[config.mk]
export PLATFORM = sky130hd
export DESIGN_NAME = pr_bus_arbiter
export DESIGN_NICKNAME = d
export VERILOG_FILES = /design/src/rtl/pr_bus_arbiter.sv
export SDC_FILE = /design/constraint.sdc
export NUM_CORES = 1
export LEC_CHECK = 0
export ABC_AREA = 0
export CORE_AREA = 2 2 125 127
export CTS_CLUSTER_SIZE = 16
export DETAILED_ROUTE_END_ITERATION = 10
export DIE_AREA = 0 0 127 129
export PLACE_DENSITY = 0.79
export SLEW_MARGIN = 20
export SYNTH_ARGS = -nofsm -noshare
export SYNTH_HDL_FRONTEND = slang
export SYNTH_SLANG_ARGS = --single-unit
[constraint.sdc]
create_clock -name clk -period 1.8 [get_ports clk]
set_input_delay 0.18 -clock clk [delete_from_list [all_inputs] [get_ports clk]]
set_output_delay 0.18 -clock clk [all_outputs]
set_load 0.01 [all_outputs]
[src/rtl/pr_bus_arbiter.sv]
// rtl/pr_bus_arbiter.sv - CPU/DMA peripheral bus arbiter with grant/access/ack FSM and wait states
// Optional access timeout: define PR_ARB_TIMEOUT_EN.
module pr_bus_arbiter #(
  parameter int TIMEOUT = 16
) (
  input  logic        clk,
  input  logic        rst,
  input  logic        cpu_req,
  input  logic [29:0] cpu_addr,
  input  logic [31:0] cpu_wd,
  input  logic [3:0]  cpu_be,
  input  logic        cpu_we,
  output logic        cpu_stall,
  output logic        cpu_ack,
  output logic [31:0] cpu_rd,
  output logic        cpu_err,
  input  logic        dma_req,
  input  logic [29:0] dma_addr,
  input  logic [31:0] dma_wd,
  input  logic [3:0]  dma_be,
  input  logic        dma_we,
  output logic        dma_ack,
  output logic [31:0] dma_rd,
  output logic        dma_err,
  output logic [29:0] PrAddr,
  output logic [31:0] PrWD,
  output logic [3:0]  PrBE,
  output logic        IOWrite,
  output logic        PrStrobe,
  input  logic [31:0] PrRD,
  input  logic        dev_ready
);

  typedef enum logic [1:0] {
    S_IDLE   = 2'd0,
    S_ACCESS = 2'd1,
    S_ACK    = 2'd2
  } state_t;

  localparam logic OWN_DMA = 1'b1;

  generate
    if (TIMEOUT < 2 || TIMEOUT > 255) begin : g_bad_timeout
      $error("pr_bus_arbiter: TIMEOUT must lie in 2..255");
    end
  endgenerate

  state_t      r_state;
  logic        r_owner;
  logic        r_last_owner;
  logic [29:0] r_pr_addr;
  logic [31:0] r_pr_wd;
  logic [3:0]  r_pr_be;
  logic        r_io_write;
  logic        r_pr_strobe;
  logic        r_cpu_ack;
  logic        r_dma_ack;
  logic        r_cpu_err;
  logic        r_dma_err;
  logic [31:0] r_cpu_rd;
  logic [31:0] r_dma_rd;

  logic        w_grant_dma;
  logic        w_timeout;
  logic        w_done;
  logic [31:0] w_fin_rd;

`ifdef PR_ARB_TIMEOUT_EN
  localparam logic [7:0] TIMEOUT_CNT = 8'(TIMEOUT - 1);
  logic [7:0] r_wait_cnt;
  assign w_timeout = ~dev_ready & (r_wait_cnt == TIMEOUT_CNT);
`else
  assign w_timeout = 1'b0;
`endif

  // On a tie, the master that did not own the previous access wins.
  assign w_grant_dma = dma_req & (~cpu_req | (r_last_owner != OWN_DMA));
  assign w_done      = dev_ready | w_timeout;
  assign w_fin_rd    = (dev_ready & ~r_io_write) ? PrRD : 32'h0;

  always_ff @(posedge clk or negedge rst) begin
    if (!rst) begin
      r_state      <= S_IDLE;
      r_owner      <= 1'b0;
      r_last_owner <= OWN_DMA;
      r_pr_addr    <= '0;
      r_pr_wd      <= '0;
      r_pr_be      <= '0;
      r_io_write   <= 1'b0;
      r_pr_strobe  <= 1'b0;
      r_cpu_ack    <= 1'b0;
      r_dma_ack    <= 1'b0;
      r_cpu_err    <= 1'b0;
      r_dma_err    <= 1'b0;
      r_cpu_rd     <= '0;
      r_dma_rd     <= '0;
`ifdef PR_ARB_TIMEOUT_EN
      r_wait_cnt   <= '0;
`endif
    end else begin
      case (r_state)
        S_IDLE: begin
          if (cpu_req | dma_req) begin
            r_owner     <= w_grant_dma;
            r_pr_addr   <= w_grant_dma ? dma_addr : cpu_addr;
            r_pr_wd     <= w_grant_dma ? dma_wd   : cpu_wd;
            r_pr_be     <= w_grant_dma ? dma_be   : cpu_be;
            r_io_write  <= w_grant_dma ? dma_we   : cpu_we;
            r_pr_strobe <= 1'b1;
`ifdef PR_ARB_TIMEOUT_EN
            r_wait_cnt  <= '0;
`endif
            r_state     <= S_ACCESS;
          end
        end
        S_ACCESS: begin
          if (w_done) begin
            // Bus registers double as the latched request, so clearing them idles the bus.
            r_pr_addr   <= '0;
            r_pr_wd     <= '0;
            r_pr_be     <= '0;
            r_io_write  <= 1'b0;
            r_pr_strobe <= 1'b0;
            if (r_owner == OWN_DMA) begin
              r_dma_ack <= 1'b1;
              r_dma_rd  <= w_fin_rd;
              r_dma_err <= w_timeout;
            end else begin
              r_cpu_ack <= 1'b1;
              r_cpu_rd  <= w_fin_rd;
              r_cpu_err <= w_timeout;
            end
            r_state <= S_ACK;
          end
`ifdef PR_ARB_TIMEOUT_EN
          else begin
            r_wait_cnt <= r_wait_cnt + 8'd1;
          end
`endif
        end
        S_ACK: begin
          r_cpu_ack    <= 1'b0;
          r_dma_ack    <= 1'b0;
          r_cpu_err    <= 1'b0;
          r_dma_err    <= 1'b0;
          r_last_owner <= r_owner;
          r_state      <= S_IDLE;
        end
        default: r_state <= S_IDLE;
      endcase
    end
  end

  assign PrAddr    = r_pr_addr;
  assign PrWD      = r_pr_wd;
  assign PrBE      = r_pr_be;
  assign IOWrite   = r_io_write;
  assign PrStrobe  = r_pr_strobe;
  assign cpu_ack   = r_cpu_ack;
  assign cpu_rd    = r_cpu_rd;
  assign cpu_err   = r_cpu_err;
  assign dma_ack   = r_dma_ack;
  assign dma_rd    = r_dma_rd;
  assign dma_err   = r_dma_err;
  assign cpu_stall = cpu_req & ~r_cpu_ack;

endmodule

* Word-level counts from Yosys, hierarchy flattened
Cells that the tools add are included.
Word-level totals: flip-flop bits (word level) 140, bits of input ports 171, output and inout port bits 137, word-level logic and storage cells 74
Operators by class: equal/unequal tests 6, multiplexer cells 34, bitwise gates (word level) 10, reduce and logical (&&, ||, !) cells 10
Operators by type and width (count):
- 32-bit two-way mux | 4
- 30-bit two-way mux | 3
- 32-bit case mux with 2 select lines | 1
- 30-bit case mux with 2 select lines | 1
- 3-bit AND reduction | 5
- 1-bit two-way mux | 12
- 4-bit two-way mux | 3
- 1-bit case mux with 2 select lines | 6
- 2-bit != test (second input constant) | 4
- 4-bit case mux with 2 select lines | 1
- 1-bit NOT | 5
- 2-bit two-way mux | 2
- 2-bit case mux with 2 select lines | 1
- 2-bit AND reduction | 2
- 2-bit nonzero test | 2
- 1-bit bitwise AND | 3
- 2-bit by 1-bit equality test with 1-bit output (second input constant) | 1
- 2-bit equality test (second input constant) | 1
- 2-bit logical NOT | 1
- 1-bit OR | 2

* Logic depth before layout (Yosys ltp)
depth after elaboration 6, gate-level depth with buffers 6, gate-level depth less buffers 3

* Least setup slack after synthesis
OpenSTA, ideal clock, no wires.
path kind register -> register, start reg r_state[0], end reg r_pr_addr[13] (netlist: PrAddr[13]), library setup time 132 ps, arrival 1188 ps, data required time 1668 ps, setup slack 481 ps, cell stages (with the launch flop) 6, buffers on the path 2, clock period less this slack 1319 ps, path through dfrtp_1 -> nor3_1 -> a211o_1 -> buf_2 -> buf_6 -> o2bb2ai_1
On the way: cells in the longest elaborated chain, start to end 3, elaborated cells on any way between the ends 7, classes of those cells eq/ne (3); mux (1); reduce/logical (3)
RTL lines:
- start: declaration | RTL line 48 | state_t r_state;
- start signal: assignment | RTL line 83 | r_state <= S_IDLE;
- start signal: assignment | RTL line 113 | r_state <= S_ACCESS;
- start signal: assignment | RTL line 133 | r_state <= S_ACK;
- 2-bit by 1-bit equality test with 1-bit output / 2-bit logical NOT (equally long branches) | RTL line 101 | case (r_state)
- 2-bit != test (no source line) / 2-bit nonzero test (equally long branches)
- 3-bit AND reduction (no source line)
- end signal: assignment | RTL line 105 | r_pr_addr <= w_grant_dma ? dma_addr : cpu_addr;
- end: declaration | RTL line 51 | logic [29:0] r_pr_addr;
Parallel ways exist; a longest one is shown, timed or not. A chain may end at the register's enable or synchronous reset.

* Worst setup path after layout
start in cpu_req, end out cpu_stall
On the way: cells in the longest elaborated chain, start to end 1
RTL lines:
- start: declaration | RTL line 8 | input logic cpu_req,
- 1-bit bitwise AND | RTL line 165 | assign cpu_stall = cpu_req & ~r_cpu_ack;
- end: declaration | RTL line 13 | output logic cpu_stall,
No other way between the ends.

==> impl_metrics.yaml <==
yosys:
  synth-simple-area-share: 0.0752
  syn_inst: 497
  synthDistinctLibCells: 24
  yosysSeqAreaShare: 0.600
  synth_seq_cells: 138
  syn_area_per_cell_um2: 11.6
  synth.area.mux_share: 0.118
  syn_area_um2: 5760
  synth_xor_area_frac: 0
  synth_top_family_by_area: "compound AO/OA/AOI/OAI gates"
  synth-compound-area-share: 0.164
  synth-adder-area-share: 0
  yosys_warnings: 0
cts:
  numCtsBuffers: 17
  clk_latency_ns: 0.41
  clk_pin_slew_ns: 0.06
  cts_hold_buffers: 1
  cts_resized: 0
  cts_tree: "done"
  clockBufferDepth: 2
  clkSinkCount: 138
  h-tree-depth: 4
  post_cts.repair.setup_buffers: 0
  cts-root-buf: "clkbuf_16"
setup_path:
  path_buf_inv: 2
  cpPeakStageDelay_ns: 0.63
  start_kind: "input port"
  crit_top_cell: "clkdlybuf4s50_1"
  crit_path_top_delay_cell: "clkdlybuf4s50_1"
  reg2reg_depth: 5
  crit_chain: "clkdlybuf4s50_1, nor2b_1, clkdlybuf4s50_1"
  critPathRequiredTime_ns: 1.62
  crit_fanout: 4
  critPathKind: "in -> out"
  endpoint_kind: "output pin"
  path_depth: 3
  path_delay_family: "buffers and inverters"
  worstPathArrival_ns: 1.53
timing:
  hold_viol: 0
  skew_ns: 0.0101
  setup_viol: 0
  fin_crit_sh: 0.948
  fmax_ghz: 0.586
  final_max_slew_viol_count: 0
  setup_tns_ns: 0
  rsz0062_at_grt: "no"
  finalCriticalPeriod_ns: 1.71
detailed_routing:
  antenna_left: 0
  wl_per_cell_um: 17.9
  drt-met1-wl_mm: 7.39
  routed.top_layer: "met4"
  viasPerCell: 5.01
  routed-wl-met3_mm: 1.01
  wl_mm: 18.1
  dr.pass1.iters: 4
  via_count: 5064
  drc: 0
  wl_met2_mm: 9.19
  first_iter_violations: 235
global_routing:
  antenna_found_initial: 0
  grt_pass1_wl_mm: 28.0
  grt_max_degree: 66
  grtUsageTotal: 0.220
  grt_pass1_vias: 5240
  grt_overflow: 0
floorplan:
  die_w_um: 127
  core_um2: 15000
  rows: 45
  pin_count: 308
  dieArea_um2: 16400
  die_y_um: 129
  initial_core_util: 0.385
power:
  power_density_nw_per_um2: 1620
  ir_worst_vdd_mv: 0.757
  leakagePower_nw: 4.22
finish:
  syn_to_final_growth_pct: 70.5
  final_cell_area_um2: 9820
  fin_nets: 980
  final_core_util: 0.656
  drive_gt1_frac: 0.0766
  diodes: 0
  nFillCells: 1111
run_status:
  status: "finished, final reports clean"
placed_design:
  routabilityCongestion: 0.912
  dp_hpwl_mm: 13.5
  io_buffers: 305
  place_area_um2: 9180
min_path:
  hold_class: "in -> async"
job:
  max-cap-violations: 0
flip-flops by register name, indices dropped and copies added (netlist names):
register / cells
IOWrite: 1
PrAddr: 30
PrBE: 4
PrStrobe: 1
PrWD: 32
cpu_ack: 1
cpu_rd: 32
dma_ack: 1
dma_rd: 32
r_last_owner: 1
r_owner: 1
r_state: 2
layer usage:
| metal | GRT usage | up-vias |
|---|---|---|
| met5 | 0 | - |
| met4 | 0.0924 | 0 |
| met3 | 0.0503 | 44 |
| met2 | 0.371 | 209 |
| met1 | 0.274 | 2431 |
| li1 | - | 2380 |
final timing paths:
| check | start | endpoint | slack (ns) |
|---|---|---|---|
| hold reg to reg | dma_rd[21] | dma_rd[21] | 0.48 |
| setup / recovery | cpu_req | cpu_stall | 0.09 |
| max in group asynchronous | rst | cpu_rd[7] | 0.83 |
| hold / removal | rst | cpu_rd[16] | 0.27 |
| setup reg to reg | r_last_owner | PrWD[12] | 0.34 |
| min in group clk | PrRD[2] | cpu_rd[2] | 0.34 |
synthesized netlist by cell type, drive strengths merged:
cell / count / area [µm²]
a211o: 1 / 8.76
a21boi: 1 / 7.51
a22o: 1 / 8.76
buf: 21 / 153
clkbuf: 21 / 78.8
conb: 1 / 3.75
dfrtp: 137 / 3430
dfstp: 1 / 26.3
inv: 2 / 7.51
mux2: 1 / 11.3
mux2i: 67 / 671
nand2: 100 / 375
nand2b: 2 / 12.5
nand4b: 1 / 8.76
nand4bb: 1 / 11.3
nor2: 2 / 7.51
nor2b: 2 / 12.5
nor3: 1 / 5.00
o21ai: 67 / 335
o2bb2ai: 67 / 587
worst reg2reg max path, delay by kind of cell, from the launching register on:
kind | cells | cell delay, ns
flops | 1 | 0.55
buf+inv | 2 | 0.35
mux | 1 | 0.25
compound gates | 2 | 0.18
layout by cell type (no fill, tap or decap):
cell | Yosys | routed
o21ai_0 | 66 | 66
nand2b_1 | 2 | 2
conb_1 | 1 | 2
dfrtp_1 | 137 | 137
clkbuf_1 | 21 | 5
clkinv_2 | 0 | 1
dlygate4sd3_1 | 0 | 1
buf_12 | 0 | 9
nor3_1 | 1 | 1
a22o_1 | 1 | 1
nand4bb_2 | 0 | 1
clkbuf_8 | 0 | 4
nand2_1 | 100 | 100
clkdlybuf4s50_1 | 0 | 304
clkinv_4 | 0 | 1
nor2b_2 | 0 | 1
clkbuf_16 | 0 | 17
buf_6 | 6 | 1
buf_4 | 5 | 19
o2bb2ai_1 | 67 | 67
a211o_2 | 0 | 1
nor2b_1 | 2 | 1
o21ai_4 | 0 | 1
a21boi_4 | 0 | 1
nand4b_1 | 1 | 1
dfstp_2 | 1 | 1
nor2_1 | 2 | 2
mux2_2 | 1 | 1
mux2i_1 | 67 | 67
bufinv_16 | 0 | 4
inv_1 | 2 | 2
power breakdown:
part	total (mW)	internal [mW]	leakage, nW	switching (mW)
Clock	3.74	2.47	0.309	1.27
Combinational	6.81	3.76	2.12	3.05
Sequential	5.39	4.53	1.79	0.862
Total	15.9	10.8	4.22	5.17
through the flow:
step | hold WS [ns] | worst slack, ns | instances | total power, mW
6_report | 0.269 | 0.0933 | 1010 | 15.9
5_1_grt | 0.292 | 0.0438 | 1010 | 16.8
4_1_cts | 0.271 | 0.0849 | 1010 | 16.1
3_5_place_dp | 0.133 | -0.0827 | 977 | 12.3
3_3_place_gp | 0.127 | -0.0486 | 977 | 12.0
2_1_floorplan | -0.116 | 0.481 | 498 | 8.03
final cells by class:
class,instances,area [µm²],area share
inverters,2,7.51,0.000765
clock inverters,6,134,0.0136
multi-input cells,316,2100,0.214
flip-flops and latches,138,3450,0.352
well taps,188,235,0.0240
repair buffers,334,3390,0.345
clock buffers,26,499,0.0508
cell families after synthesis:
family | count (synthesis)
AO/OA/AOI/OAI | 137
multiplexers | 68
other | 1
buffers and inverters | 44
flip-flops | 138
AND/OR/NAND/NOR | 109
(Power assumes the default switching activity.)
